<file path="src/rtl/decode_stage_v2.sv">
// Decode stage: classifies instructions, blocks RAW/WAW hazards via a
// pending-write scoreboard, and buffers decoded records in an output FIFO.
module decode_stage_v2 #(
  parameter int OPCODE_WIDTH = 7,
  parameter int PRIM_WIDTH   = 5,
  parameter int SEC_WIDTH    = 16,
  parameter int DEPTH        = 2
) (
  input  logic                    clock_i,
  input  logic                    reset_i,
  input  logic                    valid_i,
  output logic                    ready_o,
  input  logic                    isBranch_i,
  input  logic                    instructionFormat_i,
  input  logic [OPCODE_WIDTH-1:0] opcode_i,
  input  logic [PRIM_WIDTH-1:0]   primOperand_i,
  input  logic [SEC_WIDTH-1:0]    secOperand_i,
  input  logic                    wbValid_i,
  input  logic [PRIM_WIDTH-1:0]   wbReg_i,
  output logic                    valid_o,
  input  logic                    ready_i,
  output logic [OPCODE_WIDTH-1:0] opcode_o,
  output logic [PRIM_WIDTH-1:0]   primOperand_o,
  output logic [SEC_WIDTH-1:0]    secOperand_o,
  output logic [1:0]              functionType_o,
  output logic                    pRead_o,
  output logic                    pWrite_o,
  output logic                    sRead_o,
  output logic                    illegal_o
);

  localparam int NUM_REGS = 2**PRIM_WIDTH;
  localparam int PW = $clog2(DEPTH);
  localparam int CW = PW + 1;

  typedef struct packed {
    logic [OPCODE_WIDTH-1:0] opcode;
    logic [PRIM_WIDTH-1:0]   prim;
    logic [SEC_WIDTH-1:0]    sec;
    logic [1:0]              ftype;
    logic                    pread;
    logic                    pwrite;
    logic                    sread;
    logic                    illegal;
  } rec_t;

  rec_t                mem [DEPTH];
  rec_t                dec;
  logic [PW-1:0]       wr_ptr;
  logic [PW-1:0]       rd_ptr;
  logic [CW-1:0]       count;
  logic [NUM_REGS-1:0] pending;
  logic [NUM_REGS-1:0] wb_mask;
  logic [NUM_REGS-1:0] pend_eff;
  logic [NUM_REGS-1:0] set_mask;
  logic                hazard;
  logic                full;
  logic                push;
  logic                pop;

  always_comb begin
    dec         = '0;
    dec.opcode  = opcode_i;
    dec.prim    = primOperand_i;
    dec.sec     = secOperand_i;
    if (isBranch_i) begin
      case (opcode_i)
        OPCODE_WIDTH'(0): ;
        OPCODE_WIDTH'(1): begin
          dec.ftype = 2'd3;
          dec.sread = 1'b1;
        end
        OPCODE_WIDTH'(2): begin
          dec.ftype = 2'd3;
          dec.pread = 1'b1;
          dec.sread = 1'b1;
        end
        default: dec.illegal = 1'b1;
      endcase
    end else begin
      case (opcode_i)
        OPCODE_WIDTH'(0): ;
        OPCODE_WIDTH'(1),
        OPCODE_WIDTH'(2),
        OPCODE_WIDTH'(3): begin
          dec.ftype  = 2'd1;
          dec.pread  = 1'b1;
          dec.pwrite = 1'b1;
          dec.sread  = !instructionFormat_i;
        end
        OPCODE_WIDTH'(4),
        OPCODE_WIDTH'(5): begin
          dec.ftype  = 2'd2;
          dec.pwrite = 1'b1;
          dec.sread  = !instructionFormat_i;
        end
        default: dec.illegal = 1'b1;
      endcase
    end
  end

  // Same-cycle writeback is bypassed into the hazard check
  assign wb_mask  = wbValid_i ? (NUM_REGS'(1) << wbReg_i) : '0;
  assign pend_eff = pending & ~wb_mask;

  assign hazard = valid_i && (
      ((dec.pread || dec.pwrite) && pend_eff[primOperand_i]) ||
      (dec.sread && !instructionFormat_i &&
       pend_eff[secOperand_i[PRIM_WIDTH-1:0]]));

  assign full     = (count == CW'(DEPTH));
  assign ready_o  = !full && !hazard;
  assign valid_o  = (count != '0);
  assign push     = valid_i && ready_o;
  assign pop      = valid_o && ready_i;
  assign set_mask = (push && dec.pwrite) ? (NUM_REGS'(1) << primOperand_i) : '0;

  always_ff @(posedge clock_i or posedge reset_i) begin
    if (reset_i) begin
      pending <= '0;
      count   <= '0;
      wr_ptr  <= '0;
      rd_ptr  <= '0;
      for (int i = 0; i < DEPTH; i++) mem[i] <= '0;
    end else begin
      pending <= pend_eff | set_mask;
      if (push) begin
        mem[wr_ptr] <= dec;
        wr_ptr      <= wr_ptr + PW'(1);
      end
      if (pop) rd_ptr <= rd_ptr + PW'(1);
      case ({push, pop})
        2'b10:   count <= count + CW'(1);
        2'b01:   count <= count - CW'(1);
        default: count <= count;
      endcase
    end
  end

  assign opcode_o       = mem[rd_ptr].opcode;
  assign primOperand_o  = mem[rd_ptr].prim;
  assign secOperand_o   = mem[rd_ptr].sec;
  assign functionType_o = mem[rd_ptr].ftype;
  assign pRead_o        = mem[rd_ptr].pread;
  assign pWrite_o       = mem[rd_ptr].pwrite;
  assign sRead_o        = mem[rd_ptr].sread;
  assign illegal_o      = mem[rd_ptr].illegal;

endmodule

</file>
<file path="config.mk">
export PLATFORM = sky130hd
export DESIGN_NAME = decode_stage_v2
export DESIGN_NICKNAME = d
export VERILOG_FILES = /design/src/rtl/decode_stage_v2.sv
export SDC_FILE = /design/constraint.sdc
export NUM_CORES = 1
export LEC_CHECK = 0
export ABC_AREA = 1
export BUFFER_PORTS_ARGS = -buffer_cell sky130_fd_sc_hd__buf_2
export CORE_MARGIN = 2
export CORE_UTILIZATION = 35
export DETAILED_ROUTE_END_ITERATION = 10
export SLEW_MARGIN = 20
export SYNTH_ARGS = -nofsm -noshare
export SYNTH_HDL_FRONTEND = slang
export SYNTH_SLANG_ARGS = --single-unit
</file>
<file path="constraint.sdc">
create_clock -name clock_i -period 4.1 [get_ports clock_i]
set_input_delay 0.205 -clock clock_i [delete_from_list [all_inputs] [get_ports clock_i]]
set_output_delay 0.205 -clock clock_i [all_outputs]
set_load 0.01 [all_outputs]
</file>
# Word level (Yosys, flattened, before mapping)
# Index checks and enable logic that the tools add are counted.
# Widths: inputs -> output; s select.
[op_classes]
add_sub_neg = 4
n_lt_le_gt_ge = 5
n_eq_ne = 8
n_shift = 2
mux = 24
bitwise = 5
reduce_logical = 23
[ops]
columns = ["operator", "n"]
rows = [
  ["$mux 34", 4],
  ["$bwmux 68", 1],
  ["$mux 32", 2],
  ["$shl 1x5->32 const A", 2],
  ["$demux 34 s1", 1],
  ["$and 32x32->32", 1],
  ["$not 32->32", 1],
  ["$or 32x32->32", 1],
  ["$eq 7x2->1 const B", 2],
  ["$eq 7x3->1 const B", 2],
  ["$lt 5x6->1 const B", 2],
  ["$bmux 1 s5", 2],
  ["$logic_and 1x1->1", 9],
  ["$mux 1", 8],
  ["$pmux 2 s2", 2],
  ["$eq 7x1->1 const B", 1],
  ["$logic_not 7->1", 1],
  ["$mux 2", 3],
  ["$reduce_or 3->1", 2],
  ["$reduce_or 6->1", 1],
  ["$reduce_or 5->1", 1],
  ["$eq 2x2->1 const B", 2],
  ["$ge 2x2->1 const B", 2],
  ["$not 1->2", 2],
  ["10 further kinds", 16],
]
[word_totals]
regBits = 104
input_bits = 40
output_inout_bits = 36
word_cells = 91

# Logic depth before layout (Yosys ltp)
# Gate-level depths: netlist of run 1.
[depth]
ltp_word = 15
ltp_mapped = 20
mapped_depth_nobuf = 18

# Least setup slack after synthesis of run 1
# No wires, ideal clock.
[synth_timing]
kind = "input port to flip-flop"
from = "in wbReg_i[0]"
to = "reg count[1]"
setup_time_ns = 0.131
t_arrival_ns = 2.112
t_required_ns = 3.969
slack_ns = 1.857
cell_stages = 17
n_path_buf = 1
cell_sequence = "buf_2 > nor2_2 > nand4_1 > nand2_1 > nand2_1 > nand2_1 > nor2_1 > nand2_1 > nand2_1 > nand2_1 > nand3_1 > nand3_1 > nand4_4 > ha_1 > a21oi_1 > o21ai_0 > xor2_1"
[synth_between]
elab_chain_cells = 14
elab_cells_between_ends = 19
cone_classes = "eq/ne (2); shift (1); mux (6); bitwise (2); reduce/logical (8)"
[synth_lines]
columns = ["element", "line", "rtl"]
rows = [
  ["start: declaration", "19", "input logic [PRIM_WIDTH-1:0] wbReg_i,"],
  ["$shl 1x5->32 (*)", "103", "assign wb_mask = wbValid_i ? (NUM_REGS'(1) << wbReg_i) : '0;"],
  ["$mux 32 (*)", "103", ""],
  ["$not 32->32 (*)", "104", "assign pend_eff = pending & ~wb_mask;"],
  ["$and 32x32->32 (*)", "104", ""],
  ["$bmux 1 s5 (on tied branches)", "107, 109", ""],
  ["$mux 1 (on tied branches)", "107, 109", ""],
  ["$logic_and 1x1->1 (on tied branches)", "107, 108", ""],
  ["$logic_or 1x1->1 (*)", "107", "((dec.pread || dec.pwrite) && pend_eff[primOperand_i]) ||"],
  ["$logic_and 1x1->1 (*)", "106", "assign hazard = valid_i && ("],
  ["$logic_not 1->1 (*)", "112", "assign ready_o = !full && !hazard;"],
  ["$logic_and 1x1->1 (*)", "112", ""],
  ["$logic_and 1x1->1 (*)", "114", "assign push = valid_i && ready_o;"],
  ["$eq 2x1->1 or $eq 2x2->1 (tied branches)", "132", "case ({push, pop})"],
  ["$pmux 2 s2 or $reduce_bool 2->1 (tied branches)", "-", ""],
  ["end signal: assignment", "133", "2'b10: count <= count + CW'(1);"],
  ["end signal: assignment", "134", "2'b01: count <= count - CW'(1);"],
  ["end signal: assignment", "135", "default: count <= count;"],
  ["end: declaration", "51", "logic [CW-1:0] count;"],
]
# Every way passes the cells marked *; elsewhere a longest branch is shown, timed or not. The select of a mux whose other input is x is not followed.
# A chain may end at the register's enable or synchronous reset.

# Worst setup path after layout of run 1
[layout_timing]
from = "in wbReg_i[4]"
to = "out ready_o"
[layout_between]
elab_chain_cells = 11
elab_cells_between_ends = 14
cone_classes = "shift (1); mux (5); bitwise (2); reduce/logical (6)"
[layout_lines]
columns = ["element", "line", "rtl"]
rows = [
  ["$shl 1x5->32 (*)", "103", ""],
  ["$mux 32 (*)", "103", ""],
  ["$not 32->32 (*)", "104", ""],
  ["$and 32x32->32 (*)", "104", ""],
  ["$bmux 1 s5 (on tied branches)", "107, 109", ""],
  ["$mux 1 (on tied branches)", "107, 109", ""],
  ["$logic_and 1x1->1 (on tied branches)", "107, 108", ""],
  ["$logic_or 1x1->1 (*)", "107", ""],
  ["$logic_and 1x1->1 (*)", "106", ""],
  ["$logic_not 1->1 (*)", "112", ""],
  ["$logic_and 1x1->1 (*)", "112", ""],
  ["end: declaration", "12", "output logic ready_o,"],
]
# Marks and branches as above.

==> results.cfg, run 1 <==
[sta]
fin_worst_skew_ns = 0.00689
slew_violations = 0
fin_crit_sh_pct = 68.0
timing.fmax_mhz = 359
period_minus_slack_ns = 2.79
hold_viol_final = 0
max_slew_margin_pct = 45.6
finalSetupViolCount = 0
worstMarginPinSlew_ns = 0.814
rsz0062_at_grt = false
tns_ns = 0

[worst_hold_path]
min_path_type = in -> reg

[drt]
drc = 0
route.vias.total = 5472
viasPerCell = 4.83
first_pass_iters = 7
ant_nets = 0
first_iter_violations = 371
wl_um = 16700
wire_per_inst_um = 14.7

[global_routing]
antenna_found_initial = 0
grt_pass1_vias = 5290
grt_pass1_wl_um = 27600
grt_start_max_net_pins = 51
grt_usage_pct = 19.8
grt_overflow_total = 0

[critical_path]
r2r-end = mem[21]
crit_fanout = 17
critical_path_required_ns = 3.89
cp_data_arrival_time_ns = 2.58
crit_type = in -> out
crit_chain = buf_2 > nor2_2 > nand4_1 > nand2_1 > nand2_1 > nand2_1 > inv_1 > nand3_1 > nand2_1 > nand2_1 > nand3_1 > nand3_1 > nand2_1 > a21boi_0 > buf_2
r2r_start = pending[31]
slowest_stage = nor2_2
path_common_cell = nand2_1
startpoint_type = primary input
reg2reg_depth = 13
crit_start = wbReg_i[4]
cp-end-kind = output pin
r2r_slack_ns = 1.78
slowest_delay_ns = 0.62
endpoint = ready_o

[cells_and_area]
final_area_um2 = 6550
layout-drive-gt1-share_pct = 11.9
nFillCells = 1748
nNetsFinal = 953
instances_no_fill = 1132
n_antenna_cell = 0
final_common_cell = nand2_1
mostFrequentLayoutCells = 478 x nand2_1, 104 x dfrtp_1, 92 x nand3_1, 75 x buf_2, 50 x nor2_1
syn_to_final_growth_pct = 14.2

[placed_design]
dpl_cell_area_um2 = 6280
numPortBuffers = 75
globalplace.congestion = 0.867
hpwl_um = 11100
placed_cells = 1116

[power_and_ir_drop]
powerDensity_nw_per_um2 = 565
vdd_ir_drop_max_v = 0.000241
power.leakage_nw = 3.64

[clocking]
cts_sinks = 104
htreeDepth = 3
cts_root_buffer = clkbuf_16
post_cts_buffers = 0
cts_max_path_buffers = 2
cts_buffers = 9
clk_latency_ns = 0.35
clk_pin_slew_ns = 0.07
tritoncts = built

[run_status]
outcome = completed

[floorplanning]
die-area_um2 = 17400
die_height_um = 132
num_io_pins = 76
rows = 46
die_w_um = 132
coreArea_um2 = 15900
start_util_pct = 36.0

[logic_synthesis]
syn-cell-area_um2 = 5740
synth_top_area_share_pct = 45.4
synthDistinctLibCells = 28
synth_area_leaders = dfrtp_1 45%, nand2_1 31%, nand3_1 8.0%, nor2_1 3.3%, inv_1 2.2%
yosys_warnings = 0
syn_nets = 897
yosysTopAreaCell = dfrtp_1
synth_area_per_cell_um2 = 6.70
syn_inst = 856
ys_seq_area_share_pct = 45.4
ys_seq_elements = 104

[run]
drv_cap = 0
## metrics by stage
step	total power [mW]	setup WS (ns)	utilization (%)	hold WS [ns]
after floorplan	2.43	1.16	-	0.315
after global placement	2.90	1.06	39.4	0.348
after detailed placement	2.92	1.03	39.4	0.346
after CTS	3.73	1.38	41.1	0.0553
after global routing	3.98	1.05	41.1	0.0753
final	3.70	1.31	41.1	0.0583
## kinds of logic after synthesis
group / share of synthesized area, %
AND/OR/NAND/NOR: 46.1
flip-flops: 45.4
buffers and inverters: 5.76
AO/OA/AOI/OAI: 2.05
XOR/XNOR: 0.458
adder cells (fa/ha/maj): 0.218
## cell usage after synthesis, drive strengths merged
library cell    n
nand2         478
dfrtp         104
nand3          92
nor2           55
inv            34
buf            24
clkbuf         17
a21oi          13
nand4          13
clkinv          5
nor4            5
a21boi          3
o21ai           3
nor3            2
xor2            2
a2111oi         1
a31oi           1
and3            1
ha              1
or2             1
xnor2           1
## routing by layer
metal	GRT usage, %	routed length [um]
met1	27.5	8040
met2	31.1	7500
met3	2.96	773
met4	7.49	360
met5	0	0
## how the worst min path moves through the flow
stage / cells past startpoint / to / slack, ns / startpoint
floorplan: 2 / mem[10] / 0.31 / secOperand_i[4]
global placement: 2 / mem[62] / 0.35 / reset_i
detailed placement: 2 / mem[61] / 0.35 / reset_i
CTS: 3 / mem[17] / 0.06 / secOperand_i[11]
global route: 3 / mem[67] / 0.08 / opcode_i[6]
finish: 3 / mem[17] / 0.06 / secOperand_i[11]
## cell type report
class / count / area (um2) / share of cell area, %
Tap cell: 216 / 270 / 4.13
Inverter: 39 / 150 / 2.29
Clock inverter: 4 / 32.5 / 0.497
Clock buffer: 11 / 233 / 3.55
Sequential cell: 104 / 2600 / 39.7
Timing Repair Buffer: 86 / 460 / 7.03
Multi-Input combinational cell: 672 / 2800 / 42.8
## flip-flops by register name, indices dropped and copies added, names as in the netlist
register  cells
mem          68
pending      32
count         2
rd_ptr        1
wr_ptr        1
## power by group
group          internal, mW  leakage (nW)  switching, mW
sequential             1.33          1.35          0.161
clock                 0.412         0.122          0.392
combinational         0.480          2.17          0.924
total                  2.22          3.64           1.48
## what timing repair did
action                                  CTS  global route
hold endpoints to repair                 48             0
gates resized for setup                   0             0
hold buffers                              1             0
endpoints found under the setup margin    0             0
## worst max-delay path, delay by kind of cell
family / cells / cell delay, ns
buffers and inverters: 3 / 0.35
AO/OA/AOI/OAI: 1 / 0.32
AND/OR/NAND/NOR: 11 / 1.70
Power figures use the tool's default switching activity.
==> inputs of run 2 (changes only) <==
==> constraint.sdc (replaced) <==
create_clock -name clock_i -period 2.5 [get_ports clock_i]
set_input_delay 0.125 -clock clock_i [delete_from_list [all_inputs] [get_ports clock_i]]
set_output_delay 0.125 -clock clock_i [all_outputs]
set_load 0.01 [all_outputs]
==> results.cfg, run 2 (synthesized netlist as in run 1, its figures left out) <==
[cells_and_area]
regMostFlops = mem
mostFrequentLayoutCells = 477 x nand2_1, 104 x dfrtp_1, 91 x nand3_1, 75 x buf_2, 49 x nor2_1
layout-drive-gt1-share_pct = 14.7
final_area_um2 = 7090
fin_util_pct = 44.5
nFillCells = 1704
nNetsFinal = 992
n_antenna_cell = 0
final_common_cell = nand2_1
syn_to_final_growth_pct = 23.6
largest_register_ffs = 68
reg_top3 = mem x68, pending x32, count x2

[run_status]
outcome = completed

[floorplanning]
rows = 46
die-area_um2 = 17400
start_util_pct = 36.0
coreArea_um2 = 15900
die_height_um = 132
die_w_um = 132
num_io_pins = 76

[critical_path]
startpoint_type = primary input
cp_data_arrival_time_ns = 2.14
critical_path_required_ns = 2.38
crit_fanout = 4
cp-end-kind = output pin
crit_type = in -> out

[sta]
setup_ws_ns = 0.232
tns_ns = 0
fin_worst_skew_ns = 0.0121
hold_viol_final = 0
fin_crit_sh_pct = 90.7
rsz0062_at_grt = false
finalSetupViolCount = 0
timing.hold.ws_ns = 0.0113
max_slew_margin_pct = 55.0
slew_violations = 0
period_minus_slack_ns = 2.27
worstMarginPinSlew_ns = 0.675
timing.fmax_mhz = 441

[run]
drv_cap = 0

[global_routing]
grt_start_max_net_pins = 36
grt_pass1_vias = 5541
grt_pass1_wl_um = 28200
grt_overflow_total = 0
grt_usage_pct = 20.2
antenna_found_initial = 0

[drt]
wire_per_inst_um = 14.6
route.vias.total = 5721
first_pass_iters = 5
viasPerCell = 4.89
ant_nets = 0
first_iter_violations = 411
wl_um = 17100
drc = 0

[clocking]
htreeDepth = 3
post_cts_buffers = 0
cts_sinks = 104
cts_root_buffer = clkbuf_16
tritoncts = built
cts_max_path_buffers = 2
cts_buffers = 9
clk_latency_ns = 0.36
clk_pin_slew_ns = 0.07

[power_and_ir_drop]
powerDensity_nw_per_um2 = 912
vdd_ir_drop_max_v = 0.000423
power.leakage_nw = 3.90

[placed_design]
globalplace.congestion = 0.923
dpl_cell_area_um2 = 6540
place_ws_ns = 0.0532
numPortBuffers = 75
hpwl_um = 11600

[worst_hold_path]
min_path_type = in -> reg
## run 2: layer usage
layer	track usage, %	part of all wire [%]	vias up
li1	-	-	2857
met1	27.7	47	2643
met2	31.6	46	188
met3	3.11	5.2	33
met4	9.06	2.6	0
met5	0	0	-
## run 2: final timing paths
kind,start,endpoint,slack (ns),depth (start not counted)
max in group asynchronous,reset_i,mem[13],1.52,4
worst min-delay path,opcode_i[3],mem[30],0.01,3
min in group asynchronous,reset_i,pending[26],0.33,3
worst min register to register,mem[24],mem[24],0.48,2
worst max register to register,pending[10],count[1],0.45,13
worst max-delay path,opcode_i[4],ready_o,0.23,13
## run 2: report_power, final
group / internal (mW) / switching [mW]
clock: 0.909 / 0.674
combinational: 0.905 / 1.54
sequential: 2.18 / 0.258
total: 4.00 / 2.47
## run 2: cell type report
type                    count  area, um2  share of cell area, %
inverters                  39        150                   2.12
well taps                 216        270                   3.81
flip-flops and latches    104       2600                   36.7
clock buffers              10        239                   3.37
multi-input cells         672       2850                   40.1
repair buffers            125        896                   12.6
clock inverters             5       86.3                   1.22
## run 2: through the flow
step | power (mW) | std cells
finish | 6.47 | 1171
global route | 6.94 | 1171
CTS | 6.54 | 1171
detailed placement | 4.92 | 1138
global placement | 4.87 | 1138
floorplan | 3.98 | 856
## run 2: critical path, cell delays in order
cell           delay (ns)
dlygate4sd3_1        0.53
buf_2                0.14
nor2_2               0.11
nand2_2              0.11
nor3_4               0.16
nand2_1              0.07
nand2_1              0.12
a21oi_1              0.12
a21oi_2              0.19
nand3_2              0.12
nand2_1              0.11
a21boi_0             0.08
buf_2                0.16
## run 2: what timing repair did
item | in CTS | in global routing
resized for setup | 0 | 9
hold endpoints to repair | 48 | 0
setup endpoints to repair | 0 | 103
hold buffers | 18 | 0
